## src/rtl/mult_seq_pkg.sv

```systemverilog
// Shared definitions for the sequential digit-serial multiplier controller.
//   state_t : controller FSM states (IDLE, RUN, DONE), 2-bit encoding
//   DIGIT_W : width of one operand digit fed to the multiplier slice
package mult_seq_pkg;

    typedef enum logic [1:0] {
        IDLE = 2'd0,
        RUN  = 2'd1,
        DONE = 2'd2
    } state_t;

    localparam int unsigned DIGIT_W = 2;

endpackage

```

## src/rtl/mult_digit_2x2.sv

```systemverilog
// 2-bit x 2-bit unsigned combinational multiplier built from gate primitives
// so that every internal net is an enumerable fault site.
//   a : 2-bit multiplicand digit
//   b : 2-bit multiplier digit
//   p : 4-bit product a*b
module mult_digit_2x2 (
    input  logic [1:0] a,
    input  logic [1:0] b,
    output logic [3:0] p
);

    logic t_a1b0;
    logic t_a0b1;
    logic t_a1b1;
    logic c1;

    and g_p0  (p[0],   a[0], b[0]);
    and g_t10 (t_a1b0, a[1], b[0]);
    and g_t01 (t_a0b1, a[0], b[1]);
    xor g_p1  (p[1],   t_a1b0, t_a0b1);
    and g_c1  (c1,     t_a1b0, t_a0b1);
    and g_t11 (t_a1b1, a[1], b[1]);
    xor g_p2  (p[2],   t_a1b1, c1);
    and g_p3  (p[3],   t_a1b1, c1);

endmodule

```

## src/rtl/mult_seq_ctrl.sv

```systemverilog
// Sequencing controller computing an unsigned W x W product by walking a
// single 2x2 multiplier slice over every digit pair and accumulating the
// shifted partial products. Fixed latency of (W/2)^2 cycles in RUN.
//   clk, rst_n           : clock, asynchronous active-low reset
//   in_valid / in_ready  : operand handshake, op_a/op_b sampled on accept
//   out_valid / out_ready: result handshake, product held until taken
//   product              : registered 2W-bit result
//   busy                 : high while the digit loop is running
module mult_seq_ctrl
    import mult_seq_pkg::*;
#(
    parameter int unsigned W = 8
) (
    input  logic           clk,
    input  logic           rst_n,
    input  logic           in_valid,
    output logic           in_ready,
    input  logic [W-1:0]   op_a,
    input  logic [W-1:0]   op_b,
    output logic           out_valid,
    input  logic           out_ready,
    output logic [2*W-1:0] product,
    output logic           busy
);

    localparam int unsigned N  = W / DIGIT_W;
    localparam int unsigned CW = (N > 1) ? $clog2(N) : 1;
    localparam int unsigned PW = 2 * W;
    localparam logic [CW-1:0] LAST = CW'(N - 1);

    state_t          state_q;
    logic [W-1:0]    a_q;
    logic [W-1:0]    b_q;
    logic [PW-1:0]   acc_q;
    logic [PW-1:0]   product_q;
    logic [CW-1:0]   i_q;
    logic [CW-1:0]   j_q;

    logic [1:0]      a_dig;
    logic [1:0]      b_dig;
    logic [3:0]      slice;
    logic [CW:0]     pos;
    logic [PW-1:0]   partial;
    logic [PW-1:0]   acc_next;
    logic            accept;
    logic            last_pair;

    // Digit select by shifting: digit k sits at bit 2k.
    assign a_dig = 2'(a_q >> {i_q, 1'b0});
    assign b_dig = 2'(b_q >> {j_q, 1'b0});

    mult_digit_2x2 u_digit (
        .a (a_dig),
        .b (b_dig),
        .p (slice)
    );

    // i+j needs one extra bit; the digit weight is 2*(i+j) bits.
    assign pos       = {1'b0, i_q} + {1'b0, j_q};
    assign partial   = PW'(slice) << {pos, 1'b0};
    assign acc_next  = acc_q + partial;
    assign last_pair = (i_q == LAST) && (j_q == LAST);

    assign in_ready  = (state_q == IDLE) || ((state_q == DONE) && out_ready);
    assign accept    = in_valid && in_ready;
    assign busy      = (state_q == RUN);
    assign out_valid = (state_q == DONE);
    assign product   = product_q;

    always_ff @(posedge clk or negedge rst_n) begin
        if (!rst_n) begin
            state_q   <= IDLE;
            a_q       <= '0;
            b_q       <= '0;
            acc_q     <= '0;
            product_q <= '0;
            i_q       <= '0;
            j_q       <= '0;
        end else if (accept) begin
            // accept can only happen in IDLE or DONE, so it covers the
            // back-to-back DONE->RUN path as well as IDLE->RUN.
            state_q <= RUN;
            a_q     <= op_a;
            b_q     <= op_b;
            acc_q   <= '0;
            i_q     <= '0;
            j_q     <= '0;
        end else begin
            case (state_q)
                RUN: begin
                    acc_q <= acc_next;
                    if (last_pair) begin
                        state_q   <= DONE;
                        product_q <= acc_next;
                    end else if (j_q == LAST) begin
                        j_q <= '0;
                        i_q <= i_q + 1'b1;
                    end else begin
                        j_q <= j_q + 1'b1;
                    end
                end
                DONE: begin
                    if (out_ready) begin
                        state_q <= IDLE;
                    end
                end
                default: ;
            endcase
        end
    end

endmodule

```

## config.mk

```make
export PLATFORM = sky130hd
export DESIGN_NAME = mult_seq_ctrl
export DESIGN_NICKNAME = d
export VERILOG_FILES = /design/src/rtl/mult_seq_pkg.sv /design/src/rtl/mult_digit_2x2.sv /design/src/rtl/mult_seq_ctrl.sv
export SDC_FILE = /design/constraint.sdc
export NUM_CORES = 1
export LEC_CHECK = 0
export CAP_MARGIN = 20
export CORE_ASPECT_RATIO = 2
export CORE_MARGIN = 1
export CORE_UTILIZATION = 45
export CTS_BUF_LIST = sky130_fd_sc_hd__clkbuf_4
export CTS_CLUSTER_SIZE = 16
export DETAILED_ROUTE_END_ITERATION = 16
export GPL_TIMING_DRIVEN = 0
export PLACE_DENSITY_LB_ADDON = 0.2
export SETUP_SLACK_MARGIN = 0.5
export SYNTH_ARGS = -nofsm -noshare
export SYNTH_HDL_FRONTEND = slang
export SYNTH_SLANG_ARGS = --single-unit
export TNS_END_PERCENT = 30
```

## constraint.sdc

```tcl
create_clock -name clk -period 4 [get_ports clk]
set_input_delay 0.8 -clock clk [delete_from_list [all_inputs] [get_ports clk]]
set_output_delay 0.8 -clock clk [all_outputs]
set_load 0.02 [all_outputs]
```

### Word level (Yosys, flattened, before mapping)

Index checks and enable logic that the tools add are counted.

* bits in registers: 54
* input bits: 20
* output and inout bits: 19

* add/sub/neg operators: 4
* equal/unequal tests: 7
* shifts and indexed selects: 3
* multiplexer cells: 14
* bitwise operators: 9
* reduce and logical (&&, ||, !) cells: 12

Operators with widths (count)
* 16-bit two-way mux: 2
* 2-bit two-way mux: 11
* 16-bit adder: 1
* 4-bit by 4-bit left shift with 16-bit output: 1
* 8-bit by 3-bit right shift with 2-bit output: 2
* 3-bit AND reduction: 3
* 1-bit AND: 6
* 2-bit == test (second input constant): 3
* 3-bit by 1-bit != test with 1-bit output (second input constant): 2
* 2-bit by 1-bit adder with 2-bit output (second input constant): 2
* 2-bit one-hot mux with 2 select lines: 1
* 2-bit nonzero test: 2
* 2-bit by 2-bit adder with 3-bit output: 1
* 1-bit logical AND: 3
* 3-bit nonzero test: 1
* 2-bit by 1-bit == test with 1-bit output (second input constant): 1
* 2-bit logical NOT: 1
* 2-bit != test (second input constant): 1
* 2-bit AND reduction: 1
* 1-bit XOR: 2
* 1-bit logical OR: 1
* 1-bit NOT: 1

### Longest topological paths before layout

Gate-level depths: netlist of run 1.

* depth in word-level cells: 8
* gate-level depth with buffers: 15
* depth with buffers taken out: 14

### Hierarchy

Synthesis of run 1 repeated with hierarchy kept, for this count alone.

* cells, all modules: 395
* area total of the unflattened synthesis: 3368.2 µm²

Modules (own cells, without submodules)
* mult_seq_ctrl: instances 1, cells each 389, area an instance 3318.2 µm², sequential area each 1351.3 µm²
* mult_digit_2x2: instances 1, cells each 6, area an instance 50.0 µm², sequential area each 0.0 µm²

### Least setup slack after synthesis of run 1

No wires, ideal clock.

* path type: reg2reg
* start point: register j_q[0]
* end point: register acc_q[13]
* arrival: 3378 ps
* data required time: 3914 ps
* slack: 536 ps
* cell stages (with the launch flop): 15
* path buffers: 0
* period minus slack after synthesis: 3464 ps
* cell sequence: dfrtp_1 -> mux4_2 -> and2_1 -> ha_1 -> ha_1 -> nor2b_1 -> a31oi_1 -> nor2_1 -> ha_1 -> a21oi_1 -> o211ai_1 -> o2111ai_2 -> o311ai_4 -> and3_1 -> nor3_1

* word-level cells in the longest chain between the ends: 8

Ends and longest elaborated chain
* from (decl): line mult_seq_ctrl.sv:37 `logic [CW-1:0] j_q;`
* from (signal assigned): line mult_seq_ctrl.sv:99 `j_q <= j_q + 1'b1;`
* 8-bit by 3-bit right shift with 2-bit output: line mult_seq_ctrl.sv:50 `assign b_dig = 2'(b_q >> {j_q, 1'b0});`
* 1-bit AND, on equally long branches: line mult_digit_2x2.sv:18, mult_digit_2x2.sv:19
* 1-bit AND: line mult_digit_2x2.sv:21 `and g_c1 (c1, t_a1b0, t_a0b1);`
* 1-bit XOR or 1-bit AND (tied branches): line mult_digit_2x2.sv:23, mult_digit_2x2.sv:24
* 4-bit by 4-bit left shift with 16-bit output *: line mult_seq_ctrl.sv:60 `assign partial = PW'(slice) << {pos, 1'b0};`
* 16-bit adder *: line mult_seq_ctrl.sv:61 `assign acc_next = acc_q + partial;`
* 16-bit two-way mux *: line mult_seq_ctrl.sv:89 `case (state_q)`
* 16-bit two-way mux *: line mult_seq_ctrl.sv:79 `end else if (accept) begin`
* to (signal assigned): line mult_seq_ctrl.sv:91 `acc_q <= acc_next;`
* to (decl): line mult_seq_ctrl.sv:34 `logic [PW-1:0] acc_q;`

Every way passes the cells marked *; elsewhere a longest branch is shown, timed or not. The select of a mux whose other input is x is not followed.
A chain may end at the register's enable or synchronous reset.

### Worst setup path in the final report of run 1

* start point: register i_q[0]
* end point: register acc_q[14]

* word-level cells in the longest chain between the ends: 8

Ends and longest elaborated chain
* from (decl): line mult_seq_ctrl.sv:36 `logic [CW-1:0] i_q;`
* from (signal assigned): line mult_seq_ctrl.sv:97 `i_q <= i_q + 1'b1;`
* 8-bit by 3-bit right shift with 2-bit output: line mult_seq_ctrl.sv:49 `assign a_dig = 2'(a_q >> {i_q, 1'b0});`
* 1-bit AND, on equally long branches: line mult_digit_2x2.sv:18, mult_digit_2x2.sv:19
* 1-bit AND: line mult_digit_2x2.sv:21
* 1-bit XOR or 1-bit AND (tied branches): line mult_digit_2x2.sv:23, mult_digit_2x2.sv:24
* 4-bit by 4-bit left shift with 16-bit output *: line mult_seq_ctrl.sv:60
* 16-bit adder *: line mult_seq_ctrl.sv:61
* 16-bit two-way mux *: line mult_seq_ctrl.sv:89
* 16-bit two-way mux *: line mult_seq_ctrl.sv:79

Marked as above.

==> summary.md, run 1 <==
| Metric | Value |
|---|---|
| Starting Density | a little under half |
| Vias | 2790 |
| Longest Clk Path Bufs | 2 |
| Port Buffer Count | 38 |
| Worst slew pin tran | 0.676 ns |
| CTS Sinks | 54 |
| Die area | between 7000 and 8000 um^2 |
| Final setup viols | 0 |
| Area taken by multi-input logic gates | 2160 um^2 |
| Post-DR wirelength/cell | 16.0 um |
| PwrDens | 549 nW/um^2 |
| Mapped cell area | 3400 um^2 |
| DRC errors left | 0 |
| Final net count | approximately 470 |
| H-Tree Depth | 2 |
| Ys Warns | 0 |
| Post-DP HPWL | slightly above 6000 um |
| Area delta synth->final | 25.8% |
| Sequential share of the synthesized area | 39.7% |
| F_max | 0.290 GHz |
| Routing usage on met3 | 2.92% |
| CTS Buf Count | 5 |
| Hold WC Path Type | in2async |
| CTS tree | done |
| CP Launch Type | flop |
| Global-route usage over all layers | 22.4% |
| M1 GR Usage | a little under a quarter |
| Area fraction of the dominant cell type after synthesis | 39.7% |
| Maxcap violations | 0 |
| Synth unique cells | 56 |
| Antenna viol nets, final | 0 |
| Largest fanout on the critical path | 4 |
| Total wire length | 8240 um |
| Die height | 125 um |
| Finished Layout Cells | ~500 |
| Gr ovfl total | 0 |
| DP Area | 3910 um^2 |
| Rel. slew slack | a little over half |
| First-pass DRT Iterations | 4 |
| Storage cell area | 1350 um^2 |
| CP peak stage delay | 0.53 ns |
| R2R depth | 12 |
| Post-synth EDFFs | 0 |
| Ratio of cells with drive above 1 in the final layout | roughly 22% |
| RD Place Congestion | 0.909 |
| Top_reg_cell synth | dfrtp_1 |
| WHS | 0.308 ns |
| # hold bufs at CTS | 0 |
| Status | complete, no violations |
| Critical path class | reg2reg |
| Clk_skew | 0.0231 ns |
| Crit path cell chain | mux4_2, and2_4, ha_4, nand2b_1, or2_2, fa_2, nand2b_4, a21oi_2, o21a_4, o21ai_4, mux2_4, o22ai_2 |
| RSZ-0062 raised after global routing | yes |
| # rows | 44 |
| Crit share post-route | 86.1% |
| Syn_nets | 409 |
| Busiest layer in global routing | met2 |
| Synthesized flop and latch total | 54 |
| Pins Over Slew Limit | 0 |
| Crit end category | flop |
| Critical path arrival | 3.75 ns |
| Clock latency on the worst-skew pair | 0.40 ns |
| Via density | 5.43 |
| Max stage delay cell, worst path | mux4_2 |
| Asr flop ratio synth | 100% |
| Fillers | 669 |
| Top cell type by total area after synthesis | dfrtp_1 |
| Placed cells | 494 |
| Final number of hold-violating endpoints | 0 |
| Core box area | 7270 um^2 |
| Req. time, crit path | 4.31 ns |
| Vias in the first global route | 2907 |
| Initial antenna violation count | 0 |
| Synth Instances | 363 |
| Met2 usage | 41.2% |
| Final instance area | 4280 um^2 |
| First-pass GRT wire length | 13600 um |
| DR iter-0 viols | 143 |
| Largest net degree at the start of global routing | 38 |
| Ranking of synthesized cells by area | dfrtp_1 40%, ha_1 8.8%, nand2_1 8.4% |
| Clk slew on worst S/H paths | 0.17 ns |
| Root buf cell | clkbuf_4 |
| Overall power | 2.35 mW |
| Peak supply drop | 390 uV |
| Minimum clock period | 3.44 ns |
| Chip Width | 63.5 um |
| Synth Area per Inst | 9.38 um^2 |
| Leak Pwr | 1.93 nW |
| I/O pins | 39 |
critical path, delay by kind of cell, from the launching register on:
kind	cells	cell delay, ns
compound gates	4	0.62
fa+ha+maj	2	0.66
flops	1	0.46
mux	2	0.84
simple gates	4	0.77
layout by cell type, fill, tap and decap left out, drive strengths merged, types with 5 or more instances in the layout:
cell / Yosys / final
nand2: 76 / 76
nor2: 31 / 31
ha: 24 / 24
nor3: 6 / 6
o21ai: 25 / 25
buf: 3 / 18
nand2b: 6 / 6
inv: 12 / 12
mux2i: 8 / 8
a21oi: 21 / 21
and2: 7 / 7
mux2: 8 / 8
dfrtp: 54 / 54
nand3: 5 / 5
xnor2: 9 / 9
clkbuf: 12 / 16
clkdlybuf4s50: 0 / 37
layout make-up:
class | count | area share [%]
plain buffers | 15 | 1.72
diodes | 1 | 0.0584
inverters | 12 | 1.05
clock buffers | 6 | 1.05
repair buffers | 50 | 11.2
clock inverters | 2 | 0.204
well taps | 92 | 2.69
flip-flops and latches | 54 | 31.6
multi-input cells | 282 | 50.5
cell usage after synthesis (all sizes together) (5+ instances only):
library cell	n
a21oi	21
and2	7
clkbuf	12
dfrtp	54
ha	24
inv	12
mux2	8
mux2i	8
nand2	76
nand2b	6
nand3	5
nor2	31
nor3	6
o21ai	25
xnor2	9
metrics by stage:
stage | setup TNS (ns) | setup WS (ns) | utilization [%]
after floorplan | 0 | 0.536 | -
after global placement | -0.0337 | -0.0337 | 53.7
after detailed placement | -0.262 | -0.0737 | 53.9
after CTS | 0 | 0.512 | 57.4
after global routing | 0 | 0.445 | 58.9
final | 0 | 0.555 | 58.9
report_power, final:
group	total (mW)	switching (mW)	leakage, nW	internal (mW)
sequential	0.809	0.103	0.708	0.706
combinational	1.29	0.728	1.19	0.561
clock	0.254	0.181	0.0331	0.0734
total	2.35	1.01	1.93	1.34
sequential cells by signal (all words and copies together) (netlist names):
| name | cells |
|---|---|
| acc_q | 16 |
| product | 16 |
| a_q | 8 |
| b_q | 8 |
| i_q | 2 |
| j_q | 2 |
| state_q | 2 |
cells by family after synthesis:
family                     count (synthesis)  synth area share, %
AOI/OAI and AO/OA                         75                 15.8
adders and majority gates                 26                 10.0
buffers and inverters                     27                 3.23
and+or+nand+nor                          148                 20.2
xor gates and xnor gates                  13                 3.35
DFF                                       54                 39.7
muxes                                     20                 7.76
per-layer routing:
metal  wire length [um]  vias to the layer above
met5                  0                        -
met4                434                        0
met3                174                       30
met2               4710                       66
met1               2920                     1323
li1                   -                     1371
timing repair:
item,in CTS,in global routing
hold endpoints to repair,0,0
setup endpoints to repair,25,22
gates cloned,0,0
resized for setup,28,30
pin swaps,12,16
setup buffers,9,2
path summary, 6_finish.rpt:
| path | endpoint | slack, ns | start |
|---|---|---|---|
| worst max-delay path | acc_q[14] | 0.56 | i_q[0] |
| worst min-delay path | acc_q[5] | 0.31 | rst_n |
| worst max register to register | acc_q[14] | 0.56 | i_q[0] |
| worst min register to register | a_q[7] | 0.49 | a_q[7] |
| max in group asynchronous | acc_q[11] | 3.11 | rst_n |
| min in group clk | a_q[7] | 0.49 | a_q[7] |
Note: power is estimated with default switching activity, not from simulation.
==> run 2, diff against run 1 <==
--- a/config.mk
+++ b/config.mk
@@ -6,4 +6,5 @@
 export NUM_CORES = 1
 export LEC_CHECK = 0
+export ABC_AREA = 1
 export CAP_MARGIN = 20
 export CORE_ASPECT_RATIO = 2
==> constraint.sdc (replaced) <==
create_clock -name clk -period 4 [get_ports clk]
set_input_delay 0.8 -clock clk [delete_from_list [all_inputs] [get_ports clk]]
set_output_delay 0.8 -clock clk [all_outputs]
set_load 0.005 [all_outputs]
==> summary.md, run 2 <==
| Metric | Value |
|---|---|
| Maxcap violations | 0 |
| Die area | a little over 8000 um^2 |
| Longest Clk Path Bufs | 2 |
| Area delta synth->final | 16.5% |
| Top cell type by total area after synthesis | dfrtp_1 |
| Status | complete, no violations |
| Post-CTS Setup Bufs | 0 |
| Antenna viol nets, final | 0 |
| Leak Pwr | 2.29 nW |
| CTS tree | done |
| Top post-synthesis cells by count | 212 x nand2_1, 58 x inv_1, 54 x dfrtp_1 |
| Mapped cell area | 3490 um^2 |
| # hold bufs at CTS | 0 |
| CTS Sinks | 54 |
| PwrDens | 204 nW/um^2 |
| Synth Instances | 495 |
| Comb pwr share | 3.8% |
| Synth unique cells | 32 |
| Worst slew pin tran | about 0.55 ns |
| Peak supply drop | 224 uV |
| Total wire length | 8850 um |
| Hold WC Path Type | in2async |
| CTS Buf Count | 5 |
| Final number of hold-violating endpoints | 0 |
| Post-DP HPWL | 7100 um |
| Flop-to-flop setup slack | 0.86 ns |
| Dominant cell type by count on the critical path | inv_1 |
| Crit share post-route | around 78% |
| Final setup viols | 0 |
| Vias | 3207 |
| Root buf cell | clkbuf_4 |
| Vias in the first global route | about 3400 |
| Commonest non-fill, non-tap cell in the layout | nand2_1 |
| Synth Area per Inst | 7.04 um^2 |
| Post-synth EDFFs | 0 |
| Clk_skew | 0.0139 ns |
| I/O pins | 39 |
| Clock share of power | 30.3% |
| Crit end category | flop |
| Ranking of synthesized cells by area | dfrtp_1 39%, nand2_1 23%, ha_1 8.6% |
| Core box area | 7540 um^2 |
| Critical R2R Capture | product[8] |
| Share of power burned in registers | between 60 and 70% |
| Switching Share | 23.2% |
| Starting Density | 46.2% |
| Overall power | approximately 0.83 mW |
| # rows | 45 |
| Final net count | around 600 |
| Sequential share of the synthesized area | 38.8% |
| RR Startpoint | j_q[0] |
| Largest fanout on the critical path | 8 |
| Ratio of cells with drive above 1 in the final layout | around 7.2% |
| Rel. slew slack | about 63% |
| Chip Width | ~64 um |
| Sw power | roughly 0.19 mW |
| H-Tree Depth | 2 |
| Minimum clock period | 3.14 ns |
| RSZ-0062 raised after global routing | no |
| RD Place Congestion | 0.926 |
| Clk slew on worst S/H paths | 0.16 ns |
| Critical path class | reg2reg |
| Post_cts resized | 0 |
| Pins Over Slew Limit | 0 |
| Gr ovfl total | 0 |
| Total Neg Setup Slack | 0 ns |
| Largest net degree at the start of global routing | 34 |
| DR iter-0 viols | roughly 160 |
| F_max | 0.319 GHz |
| Critical path arrival | 3.44 ns |
| Asr flop ratio synth | between 90% and 100% |
| Crit path cell chain | ha_1, inv_1, fa_1, inv_1, nor2_1, inv_1, nor2_1, inv_1, fa_1, inv_1, nand3_1, nand3_1, nand2_1, nand3_1, nand2_1, nand3_1, nand2_1 |
| CP Launch Type | flop |
| Initial antenna violation count | 1 |
| Global-route usage over all layers | about a quarter |
| Req. time, crit path | 4.30 ns |
| Ys Warns | 0 |
| Area fraction of the dominant cell type after synthesis | 38.8% |
| Clock latency on the worst-skew pair | 0.39 ns |
| Most frequent cells in the layout | 212 x nand2_1, 57 x inv_1, 52 x dfrtp_1 |
| Die height | roughly 130 um |
| Via density | 5.04 |
| R2R depth | 17 |
| First-pass DRT Iterations | 5 |
| Max stage delay cell, worst path | fa_1 |
| DRC errors left | 0 |
| Count leader, synth | nand2_1 |
| First-pass GRT wire length | 14800 um |
| Synthesized flop and latch total | 54 |
| Post-DR wirelength/cell | 13.9 um |
| Syn_nets | ~540 |
| Top_reg_cell synth | dfrtp_1 |
| Port Buffer Count | 38 |
| Pint | 0.636 mW |
| CP peak stage delay | 0.58 ns |
==> run 2: changes by cell type in the layout (fill, tap and decap cells not counted), sizes merged, moves of 6 or more <==
cell,before,now
and2,7,0
nand2,76,218
o21ai,25,13
a21oi,21,12
nand2b,6,0
inv,12,63
xnor2,9,2
buf,18,9
mux2,8,0
nand3,5,42
mux2i,8,0
clkbuf,16,8
==> run 2: power by group through the flow <==
stage / Sequential (mW) / Combinational, mW / Clock [mW]
after global routing: 0.546 / 0.0349 / 0.276
after global placement: 0.556 / 0.0300 / 0
after CTS: 0.546 / 0.0328 / 0.265
final: 0.546 / 0.0312 / 0.251
after floorplan: 0.556 / 0.00000147 / 0
after detailed placement: 0.556 / 0.0327 / 0
==> run 2: worst max path at each step <==
stage / cells after the start / end / slack (ns) / start
2_1_floorplan: 17 / acc_q[12] / 1.26 / j_q[0]
3_3_place_gp: 1 / a_q[2] / 0.37 / rst_n
3_5_place_dp: 17 / product[8] / 0.75 / j_q[0]
4_1_cts: 17 / product[8] / 0.73 / j_q[0]
5_1_grt: 17 / product[14] / 0.53 / j_q[0]
6_report: 17 / product[8] / 0.86 / j_q[0]
==> run 2: kinds of logic (layout without fill, tap and decap cells) <==
logic type / count (synthesis) / in the layout / share of synthesized area (%)
buffers and inverters: 72 / 118 / 8.22
and+or+nand+nor: 305 / 305 / 36.8
AOI/OAI and AO/OA: 35 / 35 / 5.74
DFF: 54 / 54 / 38.8
other: 0 / 1 / 0
adders and majority gates: 26 / 26 / 9.76
xor gates and xnor gates: 3 / 3 / 0.754
==> run 2: stage by stage <==
step,cells,instance area (um^2),util [%],hold WS (ns),worst slack (ns)
after detailed placement,628,4000,53.0,0.468,0.751
after global routing,636,4060,53.8,0.398,0.533
after CTS,635,4050,53.7,0.379,0.734
after floorplan,495,3490,-,0.449,1.26
final,636,4060,53.8,0.368,0.861
after global placement,627,3980,52.8,0.462,0.368
==> run 2: layout make-up <==
cell class	instances	area [um^2]
Clock inverter	1	7.51
Clock buffer	6	45.0
Timing Repair Buffer	39	395
Sequential cell	54	1350
Multi-Input combinational cell	369	1850
Buffer	9	50.0
Antenna cell	1	2.50
Tap cell	94	118
Fill cell	758	3480
Inverter	63	236
==> run 2: critical path, delay by kind of cell (launching register included) <==
kind,cells,cell delay (ns)
adder cells (fa/ha/maj),3,1.19
AND/OR/NAND/NOR,9,0.97
flip-flops,1,0.48
buffers and inverters,5,0.41
==> run 2: routing by layer <==
layer / wire length [um] / GRT usage [%]
met1: 3180 / 23.0
met3: 183 / 2.43
met2: 4840 / 46.1
met5: 0 / 0
met4: 654 / 16.1
==> run 3, diff against run 2 <==
Clock period 4 ns to 2.95 ns, I/O delays scaled along.
==> summary.md, run 3 (synthesis results as in run 2) <==
| Metric | Value |
|---|---|
| Maxcap violations | 0 |
| Post-DR wirelength/cell | ~15 um |
| Die height | 126 um |
| Flop-to-flop setup slack | -0.04 ns |
| Post-DP HPWL | 6970 um |
| Setup crit end | product[15] |
| Port Buffer Count | 38 |
| Final instance area | 4750 um^2 |
| DR iter-0 viols | between 150 and 200 |
| Req. time, crit path | about 3.3 ns |
| Fin worst setup slack | -0.0422 ns |
| Rel. slew slack | 63.1% |
| Commonest non-fill, non-tap cell in the layout | nand2_1 |
| Largest net degree at the start of global routing | 35 |
| Die area | 8120 um^2 |
| Hold WC Path Type | in2async |
| Area delta synth->final | 36.3% |
| Gr ovfl total | 0 |
| CTS Sinks | 54 |
| Core box area | 7540 um^2 |
| Vias in the first global route | 3264 |
| Starting Density | 46.2% |
| Total Neg Setup Slack | -0.114 ns |
| Initial antenna violation count | 1 |
| I/O pins | 39 |
| Chip Width | roughly 64 um |
| Longest Clk Path Bufs | 2 |
| # hold bufs at CTS | 0 |
| Antenna viol nets, final | 0 |
| Ratio of cells with drive above 1 in the final layout | 26.8% |
| Vias | 3395 |
| Clk slew on worst S/H paths | 0.18 ns |
| Pins Over Slew Limit | 0 |
| Clock latency on the worst-skew pair | 0.41 ns |
| Worst slew pin tran | 0.554 ns |
| Critical R2R Capture | product[15] |
| DP Worst Slack | -0.305 ns |
| Critical path arrival | 3.30 ns |
| RSZ-0062 raised after global routing | yes |
| Crit share post-route | 101% |
| Peak supply drop | between 300 and 400 uV |
| Largest fanout on the critical path | 6 |
| Clk_skew | 0.0361 ns |
| Crit end category | flop |
| DRC errors left | 0 |
| DP Area | 4010 um^2 |
| PwrDens | 255 nW/um^2 |
| CTS Buf Count | 5 |
| Finished Layout Cells | 651 |
| Post-layout util | 63.0% |
| F_max | approximately 0.33 GHz |
| Root buf cell | clkbuf_4 |
| Minimum clock period | 2.99 ns |
| R2R depth | 16 |
| # rows | between 40 and 50 |
| CP Launch Type | flop |
| Failing checks | setup timing |
| CP Launch Point | j_q[0] |
| First-pass GRT wire length | 15100 um |
| Critical path class | reg2reg |
| Via density | 5.22 |
| H-Tree Depth | 2 |
| Leak Pwr | roughly 2.4 nW |
| RR Startpoint | j_q[0] |
| Total wire length | 9790 um |
| Global-route usage over all layers | 24.8% |
| Overall power | about 1.2 mW |
| Most frequent cells in the layout | 186 x nand2_1, 52 x dfrtp_1, 47 x inv_1 |
| First-pass DRT Iterations | 5 |
| Status | complete, but fails checks |
| WHS | 0.119 ns |
| RD Place Congestion | 0.929 |
| CTS tree | done |
| Final number of hold-violating endpoints | 0 |
| Final net count | between 600 and 700 |
| Placed cells | 628 |
| Final setup viols | 5 |
[run 3: worst max-delay path: stages, from the launching register on]
cell and delay [ns]:
dfrtp_2 0.50, ha_4 0.18, inv_2 0.05, fa_2 0.50, buf_4 0.18, nor2_1 0.16
inv_2 0.09, o22ai_2 0.23, ha_4 0.26, nand2_1 0.08, nand2_1 0.08, nand2_1 0.08
nand2_2 0.08, a21oi_2 0.18, nand3_1 0.12, nand3_1 0.10, nand2_1 0.05
[run 3: final cells by class]
| class | instances | area [um^2] |
|---|---|---|
| clock buffers | 5 | 37.5 |
| clock inverters | 3 | 40.0 |
| diodes | 1 | 2.50 |
| flip-flops and latches | 54 | 1350 |
| plain buffers | 9 | 52.6 |
| repair buffers | 53 | 504 |
| inverters | 63 | 248 |
| fillers | 679 | 2790 |
| multi-input cells | 369 | 2400 |
| well taps | 94 | 118 |
[run 3: timing repair]
action	CTS	global route
resized for setup	38	92
hold endpoints to repair	0	0
endpoints found under the setup margin	30	30
buffers inserted	8	6
pin swaps	12	33
[run 3: worst min path at each step]
| stage | startpoint | endpoint | slack [ns] | depth (start not counted) |
|---|---|---|---|---|
| floorplan | rst_n | a_q[0] | 0.29 | 0 |
| global placement | product[11] | product[11] | 0.46 | 2 |
| detailed placement | b_q[2] | b_q[2] | 0.47 | 2 |
| CTS | rst_n | acc_q[12] | 0.15 | 1 |
| global route | rst_n | product[12] | 0.16 | 1 |
| finish | rst_n | acc_q[12] | 0.12 | 1 |
[run 3: per-layer routing]
layer / wire [um] / vias to the layer above / global-route usage [%]
li1: - / 1676 / -
met1: 3440 / 1596 / 25.0
met2: 5220 / 82 / 43.4
met3: 230 / 41 / 2.97
met4: 893 / 0 / 22.4
met5: 0 / - / 0
[run 3: power breakdown]
| group | total, mW | internal, mW | switching, mW |
|---|---|---|---|
| Combinational | 0.0424 | 0.0237 | 0.0187 |
| Sequential | 0.741 | 0.741 | 0 |
| Clock | 0.429 | 0.176 | 0.254 |
